[src/rtl/inst_fetch_ctrl.sv]
`default_nettype none
// ============================================================================
//  Module   : inst_fetch_ctrl
//  Brief    : RV32I instruction fetch sequencer. Owns the PC, addresses a
//             combinational-read instruction memory and registers each
//             fetched word with its PC into a one-entry valid/ready stage.
//             Handles redirect/flush, misaligned and out-of-range faults,
//             and halting on an all-zero memory word.
//  Revision : 1.0 - initial release
// ============================================================================
module inst_fetch_ctrl #(
  parameter int unsigned IMEM_DEPTH = 4096,
  parameter int unsigned ADDR_W     = 12,
  parameter logic [31:0] RESET_PC   = 32'h0000_0000
) (
  input  logic              CLK,
  input  logic              RST,
  input  logic              EN,
  output logic [ADDR_W-1:0] IMEM_ADDR,
  input  logic [31:0]       IMEM_DATA,
  output logic [31:0]       INST,
  output logic [31:0]       PC_OUT,
  output logic              INST_VALID,
  input  logic              INST_READY,
  input  logic              REDIRECT,
  input  logic [31:0]       REDIRECT_PC,
  output logic              HALTED,
  output logic              FAULT,
  output logic [31:0]       FAULT_PC
);

  // Memory depth as a 32-bit quantity for comparison against PC[31:2].
  localparam logic [31:0] C_DEPTH = 32'(IMEM_DEPTH);

  typedef enum logic [1:0] {
    ST_IDLE  = 2'd0,
    ST_RUN   = 2'd1,
    ST_HALT  = 2'd2,
    ST_FAULT = 2'd3
  } state_t;

  state_t      r_state;
  logic [31:0] r_pc;
  logic [31:0] r_inst;
  logic [31:0] r_pc_out;
  logic        r_valid;
  logic        r_halted;
  logic        r_fault;
  logic [31:0] r_fault_pc;

  state_t      w_state_nx;
  logic [31:0] w_pc_nx;
  logic [31:0] w_inst_nx;
  logic [31:0] w_pc_out_nx;
  logic        w_valid_nx;
  logic        w_halted_nx;
  logic        w_fault_nx;
  logic [31:0] w_fault_pc_nx;

  logic        w_slot_free;
  logic        w_pc_oor;
  logic        w_redir_misaligned;
  logic        w_word_zero;

  // The output slot can take a new word when empty or being drained now.
  assign w_slot_free        = !r_valid || INST_READY;
  // Range check uses the full word index so a wrapped PC can never alias
  // back into memory.
  assign w_pc_oor           = ({2'b00, r_pc[31:2]} >= C_DEPTH);
  assign w_redir_misaligned = (REDIRECT_PC[1:0] != 2'b00);
  assign w_word_zero        = (IMEM_DATA == 32'h0000_0000);

  assign IMEM_ADDR  = r_pc[ADDR_W+1:2];
  assign INST       = r_inst;
  assign PC_OUT     = r_pc_out;
  assign INST_VALID = r_valid;
  assign HALTED     = r_halted;
  assign FAULT      = r_fault;
  assign FAULT_PC   = r_fault_pc;

  // Next-state and datapath update: redirect first, then enable/idle
  // handling, then the fetch load point with range check before zero check.
  always_comb begin
    w_state_nx    = r_state;
    w_pc_nx       = r_pc;
    w_inst_nx     = r_inst;
    w_pc_out_nx   = r_pc_out;
    w_valid_nx    = r_valid;
    w_halted_nx   = r_halted;
    w_fault_nx    = r_fault;
    w_fault_pc_nx = r_fault_pc;

    case (r_state)
      ST_IDLE, ST_RUN: begin
        if (REDIRECT) begin
          // Flush; any handshake in this cycle has already completed.
          w_valid_nx = 1'b0;
          if (w_redir_misaligned) begin
            w_fault_nx    = 1'b1;
            w_fault_pc_nx = REDIRECT_PC;
            w_state_nx    = ST_FAULT;
          end else begin
            w_pc_nx    = REDIRECT_PC;
            w_state_nx = EN ? ST_RUN : ST_IDLE;
          end
        end else if ((r_state == ST_IDLE) || !EN) begin
          // No fetch while idle or while leaving RUN; the held entry may
          // still be consumed by decode.
          if (r_valid && INST_READY) begin
            w_valid_nx = 1'b0;
          end
          w_state_nx = EN ? ST_RUN : ST_IDLE;
        end else if (w_slot_free) begin
          if (w_pc_oor) begin
            w_fault_nx    = 1'b1;
            w_fault_pc_nx = r_pc;
            w_valid_nx    = 1'b0;
            w_state_nx    = ST_FAULT;
          end else if (w_word_zero) begin
            w_halted_nx = 1'b1;
            w_valid_nx  = 1'b0;
            w_state_nx  = ST_HALT;
          end else begin
            w_inst_nx   = IMEM_DATA;
            w_pc_out_nx = r_pc;
            w_valid_nx  = 1'b1;
            w_pc_nx     = r_pc + 32'd4;
          end
        end
        // Otherwise stalled: everything holds.
      end
      default: begin
        // Terminal states: nothing deliverable, inputs ignored.
        w_valid_nx = 1'b0;
      end
    endcase
  end

  // State register.
  always_ff @(posedge CLK or posedge RST) begin
    if (RST) begin
      r_state <= ST_IDLE;
    end else begin
      r_state <= w_state_nx;
    end
  end

  // PC, output stage and sticky status registers.
  always_ff @(posedge CLK or posedge RST) begin
    if (RST) begin
      r_pc       <= RESET_PC;
      r_inst     <= 32'h0;
      r_pc_out   <= 32'h0;
      r_valid    <= 1'b0;
      r_halted   <= 1'b0;
      r_fault    <= 1'b0;
      r_fault_pc <= 32'h0;
    end else begin
      r_pc       <= w_pc_nx;
      r_inst     <= w_inst_nx;
      r_pc_out   <= w_pc_out_nx;
      r_valid    <= w_valid_nx;
      r_halted   <= w_halted_nx;
      r_fault    <= w_fault_nx;
      r_fault_pc <= w_fault_pc_nx;
    end
  end

endmodule
`default_nettype wire

[config.mk]
export PLATFORM = sky130hd
export DESIGN_NAME = inst_fetch_ctrl
export DESIGN_NICKNAME = d
export VERILOG_FILES = /design/src/rtl/inst_fetch_ctrl.sv
export SDC_FILE = /design/constraint.sdc
export NUM_CORES = 1
export LEC_CHECK = 0
export ABC_CLOCK_PERIOD_IN_PS = 9300
export CORE_MARGIN = 5
export CORE_UTILIZATION = 51
export CTS_CLUSTER_SIZE = 40
export DETAILED_ROUTE_END_ITERATION = 7
export PLACE_DENSITY_LB_ADDON = 0.15
export SLEW_MARGIN = 20
export SYNTH_ARGS = -nofsm -noshare
export SYNTH_HDL_FRONTEND = slang
export SYNTH_SLANG_ARGS = --single-unit
[constraint.sdc]
create_clock -name CLK -period 9.3 [get_ports CLK]
set_clock_uncertainty 0.2 [all_clocks]
set_input_delay 1.395 -clock CLK [delete_from_list [all_inputs] [get_ports CLK]]
set_output_delay 1.395 -clock CLK [all_outputs]
set_load 0.05 [all_outputs]
==> results of run 1 <==
-- routing by layer --
layer,global-route usage (%),vias up
met5,0,-
met4,8.76,0
met3,10.9,20
met2,37.8,235
met1,30.5,2393
li1,-,2272
-- flip-flops by register name, summed over array words and instances (netlist names) --
| signal | count |
|---|---|
| INST | 32 |
| FAULT | 1 |
| r_pc | 32 |
| FAULT_PC | 32 |
| r_state | 2 |
| PC_OUT | 32 |
| INST_VALID | 1 |
| HALTED | 1 |
-- area by class of cell --
type | count | share of cell area (%)
Inverter | 8 | 0.384
Tap cell | 143 | 2.11
Multi-Input combinational cell | 364 | 29.3
Sequential cell | 133 | 39.3
Clock inverter | 9 | 1.74
Clock buffer | 23 | 5.76
Timing Repair Buffer | 183 | 21.5
-- critical path: stages --
cell	delay, ns
sky130_fd_sc_hd__buf_2	0.07
sky130_fd_sc_hd__buf_4	0.63
sky130_fd_sc_hd__or4b_1	0.87
sky130_fd_sc_hd__o31a_2	0.35
sky130_fd_sc_hd__or4_4	0.51
sky130_fd_sc_hd__nor3_1	0.18
sky130_fd_sc_hd__o32ai_1	0.10
-- path summary, 6_finish.rpt --
kind / start / to / slack, ns / cells after the start
setup / recovery: REDIRECT / r_pc[11] / 5.20 / 7
hold reg to reg: FAULT / FAULT / 0.28 / 1
max in group asynchronous: RST / PC_OUT[5] / 6.27 / 3
setup reg to reg: r_pc[18] / r_pc[25] / 6.24 / 5
min in group asynchronous: RST / FAULT_PC[25] / 1.30 / 2
hold / removal: FAULT / FAULT / 0.28 / 1
-- cell usage after synthesis, types with 3 or more instances --
cell type                    n
sky130_fd_sc_hd__nor3_1      7
sky130_fd_sc_hd__and4_1      4
sky130_fd_sc_hd__mux2_1     42
sky130_fd_sc_hd__a22o_1      5
sky130_fd_sc_hd__a311oi_1    3
sky130_fd_sc_hd__mux2_2      4
sky130_fd_sc_hd__o31ai_1     5
sky130_fd_sc_hd__buf_1       4
sky130_fd_sc_hd__inv_1       8
sky130_fd_sc_hd__o21ai_0    38
sky130_fd_sc_hd__nor2_1     23
sky130_fd_sc_hd__nand2b_1    3
sky130_fd_sc_hd__nor4_2      4
sky130_fd_sc_hd__nand2_1    76
sky130_fd_sc_hd__dfrtp_1   133
sky130_fd_sc_hd__nand4_1     8
sky130_fd_sc_hd__nor2b_1     3
sky130_fd_sc_hd__buf_2       9
sky130_fd_sc_hd__buf_4      13
sky130_fd_sc_hd__and3_1      4
sky130_fd_sc_hd__a31oi_1     3
sky130_fd_sc_hd__and2_1     21
sky130_fd_sc_hd__a21oi_1    11
sky130_fd_sc_hd__nand3_1     9
sky130_fd_sc_hd__clkbuf_1   15
sky130_fd_sc_hd__nor4_1     13
sky130_fd_sc_hd__mux2i_1    26
sky130_fd_sc_hd__o31a_1      3
sky130_fd_sc_hd__or4_1       3
sky130_fd_sc_hd__a21boi_0    7
-- power by group --
| group | internal [W] | total [W] | switching (W) |
|---|---|---|---|
| combinational | 0.0000551 | 0.000130 | 0.0000754 |
| sequential | 0.000588 | 0.000597 | 0.00000899 |
| clock | 0.000475 | 0.000717 | 0.000241 |
| total | 0.00112 | 0.00144 | 0.000326 |
-- through the flow --
stage,power [W],hold slack (ns)
finish,0.00144,0.278
global route,0.00150,0.300
CTS,0.00145,0.280
detailed placement,0.000737,0.258
global placement,0.000734,0.250
floorplan,0.000676,0.268
-- cells in the final DEF, fill, tap and decap left out, types with 9 or more instances in the layout --
cell type / synthesis / routed
sky130_fd_sc_hd__nor2_1: 23 / 23
sky130_fd_sc_hd__mux2i_1: 26 / 26
sky130_fd_sc_hd__and2_1: 21 / 21
sky130_fd_sc_hd__mux2_1: 42 / 42
sky130_fd_sc_hd__clkbuf_16: 0 / 17
sky130_fd_sc_hd__o21ai_0: 38 / 38
sky130_fd_sc_hd__clkdlybuf4s50_1: 0 / 178
sky130_fd_sc_hd__a21oi_1: 11 / 11
sky130_fd_sc_hd__nor4_1: 13 / 13
sky130_fd_sc_hd__nand3_1: 9 / 9
sky130_fd_sc_hd__nand2_1: 76 / 76
sky130_fd_sc_hd__dfrtp_1: 133 / 133
-- cells by family after synthesis --
logic type	share of synthesized area [%]
compound gates	11.4
fa+ha+maj	0.413
buf+inv	4.22
flops	55.0
mux	12.9
simple gates	16.1
==> reports/metrics.yaml, run 1 <==
synthesis:
  syn-instance-count: 547
  syn-cell-area_um2: 6050
  yosys_warnings: 0
  avgSynthCellArea_um2: 11.1
  async_reset_ff_share_pct: 100
  synth_fp_nets: 618
  synth_largest_area_cell: "sky130_fd_sc_hd__dfrtp_1"
  synthFlopType: "sky130_fd_sc_hd__dfrtp_1"
  synth-seq-area-share_pct: 55.0
  netlist-cell-type-count: 59
  yosys-top-cells-area: "sky130_fd_sc_hd__dfrtp_1, sky130_fd_sc_hd__mux2_1, sky130_fd_sc_hd__nand2_1"
  number_of_flops_mapped_to_enable_cells_by_yosys: 0
  synth-seq-cells: 133
  synth_top_area_share_pct: 55.0
cells_and_area:
  seq_area_um2: 3330
  final_layout_size_suffix_gt1_share_pct: 7.50
  antenna_cells: 0
  finalNetCount: 778
  areaGrowthSynthToFinish_pct: 39.9
  post_layout_nonfiller_instances: 863
  finalCoreUtilization_pct: 73.5
  postLayoutCellArea_um2: 8470
  final.fill_count: 831
  multi_input_area_um2: 2480
cts:
  max_root_sink_buffers: 2
  cts_buffers: 17
  post_cts_hold_buffer_count: 0
  tritoncts: "done"
  cts.sinks: 133
  cts_root_buf: "sky130_fd_sc_hd__clkbuf_16"
  cts_repair_resize_count: 0
  cts_setup_buffers: 0
  clk_transition_reported_paths_ns: 0.06
  htree_levels: 4
  clock_latency_ns: 0.42
timing:
  setup_violations: 0
  tightestPinTransition_ns: 0.988
  aggregate_negative_setup_slack_ns: 0
  achievable_freq_ghz: 0.244
  grt_setup_unrepaired: "no"
  slew_viol_final: 0
  timing.final.crit_period_ns: 4.10
  final_hold_viol_count: 0
  final_critical_path_setup_slack_ns: 5.20
  relSlewSlack_pct: 34.1
  final_worst_path_cycle_share_pct: 44.1
flow_run:
  max-cap-violations: 0
route:
  antenna_left: 0
  drt_iter0_markers: 311
  detail_route.wirelength.met1_mm: 6.72
  route.detailed.drc: 0
  drtPass1Iterations: 7
  route.top_layer_used: "met4"
  drt-vias-per-instance: 5.70
  met3_length_mm: 1.82
  via_count: 4920
  routed_wl_mm: 16.8
  detailroute.wirelength.met2_mm: 7.92
  routedWlPerCell_um: 19.4
global_routing:
  antenna_found_initial: 0
  grt_pass1_vias: 5151
  grt_max_degree: 72
  global_route.overflow_total: 0
  grt_first_pass_wirelength_mm: 27.6
  globalRouteTotalUtil_pct: 24.4
power:
  power.density_nw_per_um2: 170
  power.ir.vdd_worst_uv: 113
  leakagePower_nw: 3.85
worst_setup_path:
  critPathMaxFanout: 71
  timing.critical_path.from_type: "primary input"
  cp.arrival_ns: 4.15
  timing.setup.critical_path_class: "in2reg"
  critPathRequiredTime_ns: 9.35
  setup.worst_path.end_class: "flop"
die:
  fp.coreArea_um2: 11500
  placementRows: 39
  start_util_pct: 52.6
  floorplan.die.width_um: 119
  io_pins: 180
  area_enclosed_by_the_die_boundary_um2: 14100
  die_h_um: 119
place:
  placedInstanceArea_um2: 7830
  dp_hpwl_mm: 11.7
  placed_cells_incl_taps: 831
  placer_congestion_estimate: 0.938
  io_buffers: 179
  dp_worst_setup_slack_ns: 4.81
hold_path:
  worstHoldPathType: "reg2reg"
status:
  status: "complete, no violations"
No activity file was read; power rests on OpenSTA's default activity.
==> inputs of run 2 (changes only) <==
- ABC_CLOCK_PERIOD_IN_PS: 9300 -> 3500
- CORE_UTILIZATION: 51 -> 43
- clock period: 9.3 -> 3.5 ns (I/O delays scaled with it)
==> reports/metrics.yaml, run 2 (same netlist as run 1, synthesis figures left out) <==
status:
  status: "complete, no violations"
cts:
  cts.sinks: 133
  cts_repair_resize_count: 0
  htree_levels: 4
  post_cts_hold_buffer_count: 0
  max_root_sink_buffers: 2
  clk_transition_reported_paths_ns: 0.05
  cts_buffers: 17
  cts_setup_buffers: 0
  tritoncts: "done"
  clock_latency_ns: 0.41
  cts_root_buf: "sky130_fd_sc_hd__clkbuf_16"
route:
  drtPass1Iterations: 4
  antenna_left: 0
  drt-vias-per-instance: 5.35
  via_count: 4824
  route.detailed.drc: 0
  drt_iter0_markers: 189
  routedWlPerCell_um: 18.1
  routed_wl_mm: 16.3
timing:
  tightestPinTransition_ns: 0.969
  setup_violations: 0
  relSlewSlack_pct: 35.4
  final_worst_path_cycle_share_pct: 79.6
  final_hold_viol_count: 0
  timing.final.crit_period_ns: 2.79
  final_critical_path_setup_slack_ns: 0.713
  grt_setup_unrepaired: "no"
  aggregate_negative_setup_slack_ns: 0
  achievable_freq_ghz: 0.359
  slew_viol_final: 0
power:
  power.density_nw_per_um2: 421
  switching_power_w: 0.000829
  power.ir.vdd_worst_uv: 219
  proportion_of_power_drawn_by_the_clock_network_pct: 45.8
  leakagePower_nw: 3.84
  switching_portion_of_total_power_pct: 23.2
  share_seq_of_total_power_pct: 44.3
  internal_power_w: 0.00275
  power_frac_comb_pct: 9.9
global_routing:
  gr-usage-met2_pct: 31.4
  antenna_found_initial: 0
  globalRoute.busiestLayer: "met2"
  grt_first_pass_wirelength_mm: 26.4
  grt_max_degree: 66
  met3_usage_pct: 7.64
  global_route.overflow_total: 0
  grt_util_met1_pct: 26.2
  globalRouteTotalUtil_pct: 20.4
  grt_pass1_vias: 4973
die:
  io_pins: 180
  die_h_um: 129
  floorplan.die.width_um: 129
  start_util_pct: 43.8
  area_enclosed_by_the_die_boundary_um2: 16600
  placementRows: 43
  fp.coreArea_um2: 13800
flow_run:
  max-cap-violations: 0
cells_and_area:
  final_layout_size_suffix_gt1_share_pct: 7.49
  final.fill_count: 1148
  finalNetCount: 782
  seq_area_um2: 3330
  layout_commonest_cell: "sky130_fd_sc_hd__clkdlybuf4s50_1"
  layout.cells.most_common_list: "sky130_fd_sc_hd__clkdlybuf4s50_1, sky130_fd_sc_hd__dfrtp_1, sky130_fd_sc_hd__nand2_1"
  post_layout_nonfiller_instances: 901
  antenna_cells: 0
  multi_input_area_um2: 2480
  areaGrowthSynthToFinish_pct: 40.3
worst_setup_path:
  critPathRequiredTime_ns: 3.55
  timing.setup.critical_path_class: "in2reg"
  setup.worst_path.end_class: "flop"
  cp.arrival_ns: 2.84
  path_cells: "clkdlybuf4s50_1 -> nor4_1 -> and4_1 -> a2111oi_4 -> o21ai_1 -> o21ai_0"
  max_stage_delay_ns: 0.70
  timing.critical_path.from_type: "primary input"
  crit_path_top_delay_cell: "sky130_fd_sc_hd__o21ai_1"
  critPathMaxFanout: 11
place:
  placer_congestion_estimate: 0.862
  dp_worst_setup_slack_ns: 0.307
  placed_cells_incl_taps: 872
  dp_hpwl_mm: 12.0
  io_buffers: 179
hold_path:
  worstHoldPathType: "reg2reg"
[run 2: cell types whose count changed in the layout (fill, tap and decap cells not counted), sizes merged]
cell,before,now
buf,5,9
bufinv,4,1
clkbuf,23,24
inv,8,7
[run 2: power groups by stage]
stage	registers [W]	clock network (W)	logic, W
final	0.00159	0.00164	0.000353
after detailed placement	0.00161	0	0.000355
after global placement	0.00161	0	0.000350
after floorplan	0.00166	0	0.000140
after global routing	0.00159	0.00174	0.000381
after CTS	0.00159	0.00168	0.000357
[run 2: through the flow]
stage	utilization, %	total power (W)	area [µm²]	hold WS, ns
after global placement	57.5	0.00196	7950	0.249
after CTS	61.4	0.00362	8490	0.244
after detailed placement	57.5	0.00197	7950	0.255
after global routing	61.4	0.00371	8490	0.263
after floorplan	-	0.00180	6060	0.268
final	61.4	0.00358	8490	0.267
[run 2: final timing paths]
kind                               start      endpoint  cells past startpoint  slack, ns
setup / recovery           IMEM_DATA[26]      r_pc[22]                      6       0.71
hold / removal                     FAULT         FAULT                      1       0.27
min in group asynchronous            RST      INST[22]                      2       0.39
max in group asynchronous            RST   FAULT_PC[6]                      3       1.94
setup reg to reg                r_pc[18]  FAULT_PC[25]                      4       0.82
hold reg to reg                    FAULT         FAULT                      1       0.27
[run 2: worst max-delay path: cells and delay by family]
family	cells	cell delay, ns
and+or+nand+nor	2	0.85
AOI/OAI and AO/OA	3	1.03
buffers and inverters	1	0.44
[run 2: cell type report]
class	count	area share, %
clock buffers	24	5.79
flip-flops and latches	133	39.2
multi-input cells	364	29.2
repair buffers	187	22.2
clock inverters	5	0.589
well taps	180	2.65
inverters	8	0.398
[run 2: layer usage]
metal / vias to the layer above / share of wire [%]
met5: - / 0
met1: 2338 / 43
met2: 168 / 46
met3: 27 / 8.9
met4: 0 / 2.1
li1: 2291 / -
